--- config.mk ---
export PLATFORM = sky130hd
export DESIGN_NAME = ws_readout_arb
export DESIGN_NICKNAME = d
export VERILOG_FILES = /design/src/rtl/ws_readout_arb.sv
export SDC_FILE = /design/constraint.sdc
export NUM_CORES = 1
export LEC_CHECK = 0
export BUFFER_PORTS_ARGS = -buffer_cell sky130_fd_sc_hd__buf_2
export CORE_MARGIN = 3
export CORE_UTILIZATION = 52
export CTS_CLUSTER_SIZE = 30
export DETAILED_ROUTE_END_ITERATION = 16
export PLACE_DENSITY = 0.76
export SLEW_MARGIN = 20
export SYNTH_ARGS = -nofsm -noshare
export SYNTH_HDL_FRONTEND = slang
export SYNTH_SLANG_ARGS = --single-unit
--- constraint.sdc ---
create_clock -name clk -period 8.4 [get_ports clk]
set_clock_uncertainty 0.1 [all_clocks]
set_input_delay 1.68 -clock clk [delete_from_list [all_inputs] [get_ports clk]]
set_output_delay 1.68 -clock clk [all_outputs]
set_load 0.05 [all_outputs]
--- src/rtl/ws_readout_arb.sv ---
// Readout arbiter that collects one-shot measurement words from several channels,
// timestamps them, and serialises them through a valid/ready port in round-robin order.
module ws_readout_arb #(
  parameter int NCH = 4,
  parameter int NW  = 16,
  parameter int NC  = 32
) (
  input  logic              clk,
  input  logic              rst,
  input  logic [NCH-1:0]    ch_rdy,
  input  logic [NCH*NW-1:0] ch_data,
  input  logic [NC-1:0]     p_cnt,
  output logic              out_valid,
  input  logic              out_ready,
  output logic [1:0]        out_ch,
  output logic [NW-1:0]     out_data,
  output logic [NC-1:0]     out_pcnt,
  output logic [NCH-1:0]    ovf,
  input  logic              clr_ovf
);

  localparam int CW = 2;

  typedef enum logic {
    IDLE = 1'b0,
    SEND = 1'b1
  } state_t;

  state_t          r_state;
  logic [CW-1:0]   r_last_grant;
  logic            r_out_valid;
  logic [CW-1:0]   r_out_ch;
  logic [NW-1:0]   r_out_data;
  logic [NC-1:0]   r_out_pcnt;

  logic [NW-1:0]   w_data [NCH];
  logic [NC-1:0]   w_ts   [NCH];
  logic [NCH-1:0]  w_pend;
  logic            w_any;
  logic [CW-1:0]   w_grant_idx;
  logic            w_grant_en;

  // Scan from the farthest candidate back to last_grant+1 so the nearest pending one wins.
  always_comb begin
    w_any       = 1'b0;
    w_grant_idx = r_last_grant;
    for (int k = NCH; k >= 1; k--) begin
      if (w_pend[r_last_grant + CW'(k)]) begin
        w_any       = 1'b1;
        w_grant_idx = r_last_grant + CW'(k);
      end
    end
  end

  assign w_grant_en = (r_state == IDLE) && w_any;

  genvar gi;
  generate
    for (gi = 0; gi < NCH; gi++) begin : g_slot
      logic [NW-1:0] r_data;
      logic [NC-1:0] r_ts;
      logic          r_pend;
      logic          r_ovf;
      logic          w_hit;

      assign w_hit = w_grant_en && (w_grant_idx == CW'(gi));

      // A word arriving on the grant edge refills the slot being emptied instead of overflowing.
      always_ff @(posedge clk or posedge rst) begin
        if (rst) begin
          r_data <= '0;
          r_ts   <= '0;
          r_pend <= 1'b0;
          r_ovf  <= 1'b0;
        end else begin
          if (ch_rdy[gi] && (!r_pend || w_hit)) begin
            r_data <= ch_data[gi*NW +: NW];
            r_ts   <= p_cnt;
            r_pend <= 1'b1;
          end else if (w_hit) begin
            r_pend <= 1'b0;
          end
          if (ch_rdy[gi] && r_pend && !w_hit) begin
            r_ovf <= 1'b1;
          end else if (clr_ovf) begin
            r_ovf <= 1'b0;
          end
        end
      end

      assign w_data[gi] = r_data;
      assign w_ts[gi]   = r_ts;
      assign w_pend[gi] = r_pend;
      assign ovf[gi]    = r_ovf;
    end
  endgenerate

  always_ff @(posedge clk or posedge rst) begin
    if (rst) begin
      r_state      <= IDLE;
      r_last_grant <= CW'(NCH - 1);
      r_out_valid  <= 1'b0;
      r_out_ch     <= '0;
      r_out_data   <= '0;
      r_out_pcnt   <= '0;
    end else begin
      case (r_state)
        IDLE: begin
          if (w_grant_en) begin
            r_out_ch     <= w_grant_idx;
            r_out_data   <= w_data[w_grant_idx];
            r_out_pcnt   <= w_ts[w_grant_idx];
            r_out_valid  <= 1'b1;
            r_last_grant <= w_grant_idx;
            r_state      <= SEND;
          end
        end
        SEND: begin
          if (out_ready) begin
            r_out_valid <= 1'b0;
            r_state     <= IDLE;
          end
        end
        default: r_state <= IDLE;
      endcase
    end
  end

  assign out_valid = r_out_valid;
  assign out_ch    = r_out_ch;
  assign out_data  = r_out_data;
  assign out_pcnt  = r_out_pcnt;

endmodule

==> After elaboration in Yosys (flattened, before gate mapping) <==
Cells that the tools add are included.
W data, S select, Z words.
{ "totals": {"in_bits": 104, "wordCells": 117, "regBits": 254, "out_inout_bits": 55} }
{ "op_classes": {"magnitude_cmp": 5, "add_sub_neg": 3, "n_reduce_logical": 40, "bitwise": 2, "n_mux": 40, "eq_ne": 5} }
{ "op_table": {"columns": ["op", "n"], "rows": [
  ["$bmux W32 S2", 1],
  ["$mux W32", 2],
  ["$bmux W16 S2", 1],
  ["$mux W16", 2],
  ["$mux W1", 25],
  ["$logic_and A1 B1 Y1", 17],
  ["$reduce_bool A2 Y1", 8],
  ["$lt A2 B3 Y1 const B", 4],
  ["$bmux W1 S2", 4],
  ["$logic_not A1 Y1", 8],
  ["$mux W2", 3],
  ["$add A2 B2 Y2 const B", 2],
  ["$eq A2 B2 Y1 const B", 2],
  ["$logic_or A1 B1 Y1", 4],
  ["$ne A2 B2 Y1 const B", 2],
  ["$pmux W1 S2", 2],
  ["$reduce_and A2 Y1", 2],
  ["$ge A3 B3 Y1 const B", 1],
  ["$not A2 Y3", 1],
  ["$add A2 B1 Y2 const B", 1],
  ["$eq A2 B1 Y1 const B", 1],
  ["$logic_not A2 Y1", 1],
  ["$not A1 Y1", 1]
]} }

==> Logic depth before layout (Yosys ltp) <==
Gate-level depths: netlist of run 1.
{ "logic_depth": {"word_depth": 11, "ltp_mapped": 8, "mapped_depth_nobuf": 5} }

==> Worst setup path after synthesis of run 1 <==
Ideal clock, no wire load.
{ "synth_path": {"path_type": "input to register", "from": "input port ch_rdy[3]", "to": "register g_slot[3].r_ts[0]", "arrival_ps": 2754, "path_slack_ps": 5418, "path_buffers": 2, "cell_stages": 5, "path_cell_list": "nor2b_1 a31oi_1 buf_2 buf_2 mux2_1"} }
{ "synth_via": {"elab_chain_len": 1} }
{ "synth_lines": {"columns": ["item", "line_no", "source"], "rows": [
  ["start, declared", "10", "input logic [NCH-1:0] ch_rdy,"],
  ["$logic_and A1 B1 Y1", "76", "if (ch_rdy[gi] && (!r_pend || w_hit)) begin"],
  ["end signal, assigned", "78", "r_ts <= p_cnt;"],
  ["end, declared", "61", "logic [NC-1:0] r_ts;"]
]} }
No other way between the ends.
A chain may end at the register's enable or synchronous reset.

==> Worst setup path after layout of run 1 <==
{ "layout_path": {"from": "register r_last_grant[1]", "to": "register g_slot[3].r_data[12]"} }
{ "layout_via": {"elab_chain_len": 10, "elab_cells_between_ends": 23} }
{ "layout_lines": {"columns": ["item", "line_no", "source"], "rows": [
  ["start, declared", "30", "logic [CW-1:0] r_last_grant;"],
  ["start signal, assigned", "101", "r_last_grant <= CW'(NCH - 1);"],
  ["start signal, assigned", "114", "r_last_grant <= w_grant_idx;"],
  ["$add A2 B2 Y2 / $bmux W1 S2 (equally long branches)", "48, 50", null],
  ["$bmux W1 S2 / $mux W1 (equally long branches)", "48", "if (w_pend[r_last_grant + CW'(k)]) begin"],
  ["$mux W1 (not written as such)", "48", null],
  ["$mux W2 / $mux W1 (equally long branches) (3 in a row)", "48", null],
  ["$eq A2 B2 Y1 / $logic_and A1 B1 Y1 (equally long branches)", "66, 55", null],
  ["$logic_and A1 B1 Y1 *", "66", "assign w_hit = w_grant_en && (w_grant_idx == CW'(gi));"],
  ["$logic_or A1 B1 Y1 *", "76", null],
  ["$logic_and A1 B1 Y1 *", "76", null],
  ["end signal, assigned", "77", "r_data <= ch_data[gi*NW +: NW];"],
  ["end, declared", "60", "logic [NW-1:0] r_data;"]
]} }
Every way passes the cells marked *; elsewhere a longest branch is shown, timed or not. The select of a mux whose other input is x is not followed.

==> results of run 1 <==
-- cell families (layout without fill, tap and decap cells) --
kind of cell | after synthesis | in the layout
compound gates | 172 | 172
mux | 240 | 240
buf+inv | 89 | 226
simple gates | 122 | 122
flops | 254 | 254
-- worst paths after layout --
check	slack [ns]	to	depth (start not counted)	from
max	4.40	g_slot[3].r_data[12]	6	r_last_grant[1]
min in group asynchronous	1.10	g_slot[0].r_ts[16]	2	rst
min reg2reg	0.39	out_pcnt[18]	2	out_pcnt[18]
min	0.39	out_pcnt[18]	2	out_pcnt[18]
max reg2reg	4.40	g_slot[3].r_data[12]	6	r_last_grant[1]
max in group asynchronous	5.38	g_slot[1].r_ts[26]	4	rst
-- metrics by stage --
| stage | area (um^2) | utilization, % | cells | setup slack (ns) |
|---|---|---|---|---|
| 2_1_floorplan | 11400 | - | 877 | 3.28 |
| 5_1_grt | 13200 | 62.2 | 1289 | 4.24 |
| 6_report | 13200 | 62.2 | 1289 | 4.40 |
| 3_3_place_gp | 12400 | 58.0 | 1241 | 4.53 |
| 4_1_cts | 13200 | 62.1 | 1289 | 4.49 |
| 3_5_place_dp | 12400 | 58.0 | 1241 | 4.52 |
-- placed cells by master, fill, tap and decap left out, types with 5 or more instances in the layout --
cell type | netlist | routed
o211ai_1 | 47 | 47
mux2_2 | 129 | 129
a211o_1 | 47 | 47
inv_1 | 6 | 5
clkbuf_1 | 40 | 10
buf_2 | 25 | 158
mux2i_1 | 48 | 48
buf_4 | 7 | 14
mux2_1 | 63 | 63
dfrtp_1 | 252 | 252
nand4_1 | 48 | 48
o31ai_1 | 48 | 48
clkbuf_16 | 0 | 27
nand2_1 | 53 | 52
-- routing by layer --
metal	wire, um	vias up	global-route usage [%]
li1	-	3522	-
met1	11500	4010	30.8
met2	13500	272	37.5
met3	2080	44	5.93
met4	580	4	5.85
met5	34	-	0
-- power by group --
group	internal (mW)	switching [mW]	leakage (nW)
Sequential	1.83	0.322	3.04
Combinational	0.977	1.43	2.56
Clock	0.710	0.465	0.424
-- layout make-up --
cell class | count | area [um^2]
repair buffers | 172 | 896
multi-input cells | 534 | 4740
fillers | 1664 | 8050
well taps | 275 | 344
inverters | 6 | 26.3
clock inverters | 8 | 118
clock buffers | 40 | 754
flip-flops and latches | 254 | 6360
-- worst register-to-register path: cells and delay by family (launching register included) --
family | cells | cell delay (ns)
buf+inv | 1 | 0.56
compound gates | 3 | 2.02
simple gates | 1 | 0.19
mux | 1 | 0.41
flops | 1 | 0.59
-- flip-flops by register name, indices dropped and copies added (netlist names) --
register,flops
out_valid,1
r_last_grant,2
g_slot.r_ts,128
r_state,1
out_ch,2
g_slot.r_pend,4
g_slot.r_data,64
g_slot.r_ovf,4
out_pcnt,32
out_data,16
==> impl_metrics.ini, run 1 <==
[run_status]
outcome = finished, final reports clean

[die]
num_rows = 53
core_area_um2 = 21300
die_h_um = 154
die_area_um2 = 23800
start_util_pct = 53.7
num_io_pins = 159
die_w_um = 154

[logic_synthesis]
syn_nets = 981
synth_compound_area_share_pct = 11.9
synth_mux_area_share_pct = 23.1
synth_xor_area_share_pct = 0
synth_top_area_cell = dfrtp_1
synth_top_area_share_pct = 55.2
ys_ff_latch = 254
yosysWarnings = 0
synth_seq_area_share_pct = 55.6
synthAdderAreaFrac_pct = 0
yosysMostFrequentCell = dfrtp_1
ys_types = 41
synth_area_leaders = dfrtp_1 (55%), mux2_2 (13%), mux2_1 (6.2%)
netlist_area_um2 = 11400
post_synth_most_frequent_cells = dfrtp_1 (252), mux2_2 (129), mux2_1 (63)
synth_flop_cell = dfrtp_1
yosys.area_share.simple_pct = 5.44
syn_inst = 877
synth_async_sr_flop_share_pct = 100
synth_top_family_by_area = multiplexers
syn_avg_cell_area_um2 = 13.0
synth_edf_count = 0

[place]
hpwl_mm = 16.6
port_buffers = 158
gp_congestion = 0.750

[cts]
cts.sinks = 254
cts.clk_slew.worst_paths_ns = 0.06
clock_latency_ns = 0.52
cts_resized = 0
h-tree-depth = 1
ctsLongestPathBuffers = 3
root_buffer = clkbuf_16
cts_tree = done
cts_hold_buf = 0
numCtsBuffers = 26
post_cts_buffers = 0

[global_route]
grt_use_total_pct = 22.9
grt.overflow.total = 0
antenna_found_initial = 2
grt_pass1_wl_mm = 44.6
grt_pass1_vias = 8250
grt_max_degree = 97

[worst_setup_path]
worstPathArrival_ns = 4.29
worstPathMaxFanout = 49
slowest_delay_ns = 0.88
path_cells = nand2b_1 > a21o_2 > a31oi_2 > a31oi_4 > buf_4 > mux2_2
start_kind = flop
path_buf_inv = 1
cp_top_family = compound AO/OA/AOI/OAI gates
endpoint_kind = flop
worstPathRequired_ns = 8.69
slowest_stage = a21o_2
crit_type = reg2reg

[routing]
drc = 0
drtIter0Drc = 420
drt_wl_total_mm = 27.7
vias = 7852
avgViaCountPerCell = 6.09
detail-route-antenna-nets = 0
drtPass1Iterations = 4
wl_per_cell_um = 21.5

[timing]
setup_viol = 0
tns_ns = 0
fin_hold_ws_ns = 0.388
rsz0062_at_grt = no
relSlewSlack_pct = 27.1
fin_crit_sh_pct = 47.6
worst_pin_slew_ns = 1.09
drv_slew = 0
timing.final.crit_period_ns = 4.00
finalHoldViolations = 0
timing.fmax_mhz = 250

[min_path]
min_path_type = reg2reg

[pwr]
vdd.ir_drop.worst_uv = 295
power_density_nw_per_um2 = 434
fin_total_pwr_mw = 5.74
p_leak_nw = 6.02

[final_layout]
syn2layout_area_growth_pct = 15.8
drive_gt1_share_pct = 35.1
fin_nets = 1098
n_antenna_cell = 0

[flow_run]
maxCapViolCount = 0
Power figures use the tool's default switching activity.
==> run 2, diff against run 1 <==
==> constraint.sdc (replaced) <==
create_clock -name clk -period 3.6 [get_ports clk]
set_clock_uncertainty 0.1 [all_clocks]
set_input_delay 0.72 -clock clk [delete_from_list [all_inputs] [get_ports clk]]
set_output_delay 0.72 -clock clk [all_outputs]
set_load 0.05 [all_outputs]
==> run 2 against run 1 <==
Against the previous run: global-route usage increased by 0.51 points; hold slack worse by 0.36 ns; first-iteration DRC count grew 16%; combinational power is 140% higher; highest routed layer unchanged; via count up 0.53%; critical path depth did not move; setup slack lost 3.5 ns.
==> impl_metrics.ini, run 2 (synthesized netlist as in run 1, its figures left out) <==
[run_status]
outcome = finished, final reports clean

[routing]
drt_wl_total_mm = 28.5
detail-route-antenna-nets = 0
drtIter0Drc = 487
drtPass1Iterations = 5
vias = 7894
wl_per_cell_um = 21.9
avgViaCountPerCell = 6.07
drc = 0

[pwr]
fin_total_pwr_mw = 13.4
power_density_nw_per_um2 = 1000
vdd.ir_drop.worst_uv = 565
p_leak_nw = 6.08

[global_route]
grt_pass1_wl_mm = 45.1
antenna_found_initial = 2
grt_pass1_vias = 8212
grt_max_degree = 127
grt.overflow.total = 0
grt_use_total_pct = 23.4

[final_layout]
fin_nets = 1111
largest_reg_flops = 128
drive_gt1_share_pct = 35.7
syn2layout_area_growth_pct = 16.6
final_cell_mix = dfrtp_1 (252), buf_2 (158), mux2_2 (129)
stdcell_area_um2 = 13300
post-route-util_pct = 62.6
layout_commonest_cell = dfrtp_1
regMostFlops = g_slot.r_ts

[timing]
rsz0062_at_grt = no
relSlewSlack_pct = 38.4
timing.final.crit_period_ns = 2.67
finalHoldViolations = 0
tns_ns = 0
drv_slew = 0
fin_crit_sh_pct = 74.1
setup_viol = 0
fin_hold_ws_ns = 0.0316
timing.fmax_mhz = 375
worst_pin_slew_ns = 0.920

[place]
port_buffers = 158
gp_congestion = 0.875
placed_area_um2 = 12500
hpwl_mm = 17.0

[die]
die_w_um = 154
num_rows = 53
die_h_um = 154
die_area_um2 = 23800
num_io_pins = 159
start_util_pct = 53.7
core_area_um2 = 21300

[cts]
cts_resized = 0
cts_hold_buf = 0
cts.clk_slew.worst_paths_ns = 0.06
ctsLongestPathBuffers = 3
post_cts_buffers = 0
cts.sinks = 254
clock_latency_ns = 0.53
root_buffer = clkbuf_16
h-tree-depth = 1
numCtsBuffers = 27
cts_tree = done

[worst_setup_path]
start_kind = flop
worstPathArrival_ns = 2.97
worstPathMaxFanout = 13
path_cells = o21ai_0 > a21boi_1 > nor2_1 > a31oi_4 > buf_4 > mux2_1
endpoint_kind = flop
slowest_delay_ns = 0.59
crit_type = reg2reg
worstPathRequired_ns = 3.90
slowest_stage = dfstp_2
cp_top_family = compound AO/OA/AOI/OAI gates
path_buf_inv = 1

[flow_run]
maxCapViolCount = 0

[min_path]
min_path_type = in2async
-- run 2: cell types whose count changed in the layout (fill, tap and decap cells not counted), sizes merged --
cell and delta:
buf +12, clkbuf +2, bufinv -3, inv +2
diode +1, clkinv -2
-- run 2: cell type report --
type / instances / area (um^2)
Antenna cell: 1 / 2.50
Clock buffer: 42 / 772
Clock inverter: 5 / 35.0
Fill cell: 1665 / 7960
Inverter: 6 / 26.3
Multi-Input combinational cell: 534 / 4730
Sequential cell: 254 / 6360
Tap cell: 275 / 344
Timing Repair Buffer: 184 / 1060
-- run 2: worst paths after layout --
path,start,endpoint,slack (ns),cells past startpoint
setup / recovery,r_last_grant[0],g_slot[3].r_ts[4],0.93,6
hold / removal,rst,g_slot[2].r_ts[16],0.03,2
setup reg to reg,r_last_grant[0],g_slot[3].r_ts[4],0.93,6
hold reg to reg,out_pcnt[31],out_pcnt[31],0.39,2
max in group asynchronous,rst,g_slot[0].r_data[8],2.46,3
min in group clk,ch_data[13],g_slot[0].r_data[13],0.30,2
-- run 2: layer usage --
metal  global-route usage, %  share of wire (%)
met5                       0              0.081
met4                    6.01                1.8
met3                    5.06                6.9
met2                    38.1                 48
met1                    32.4                 43
-- run 2: stage by stage --
step,setup slack (ns),cells
6_report,0.932,1301
5_1_grt,0.765,1300
4_1_cts,0.940,1300
3_5_place_dp,0.956,1253
3_3_place_gp,0.995,1253
2_1_floorplan,-0.562,877
-- run 2: power by group --
part           internal, mW  total, mW  switching [mW]  leakage (nW)
combinational          2.37       5.79            3.42          2.64
sequential             4.28       5.04           0.754          3.04
clock                  1.47       2.56            1.09         0.392
total                  8.11       13.4            5.27          6.08
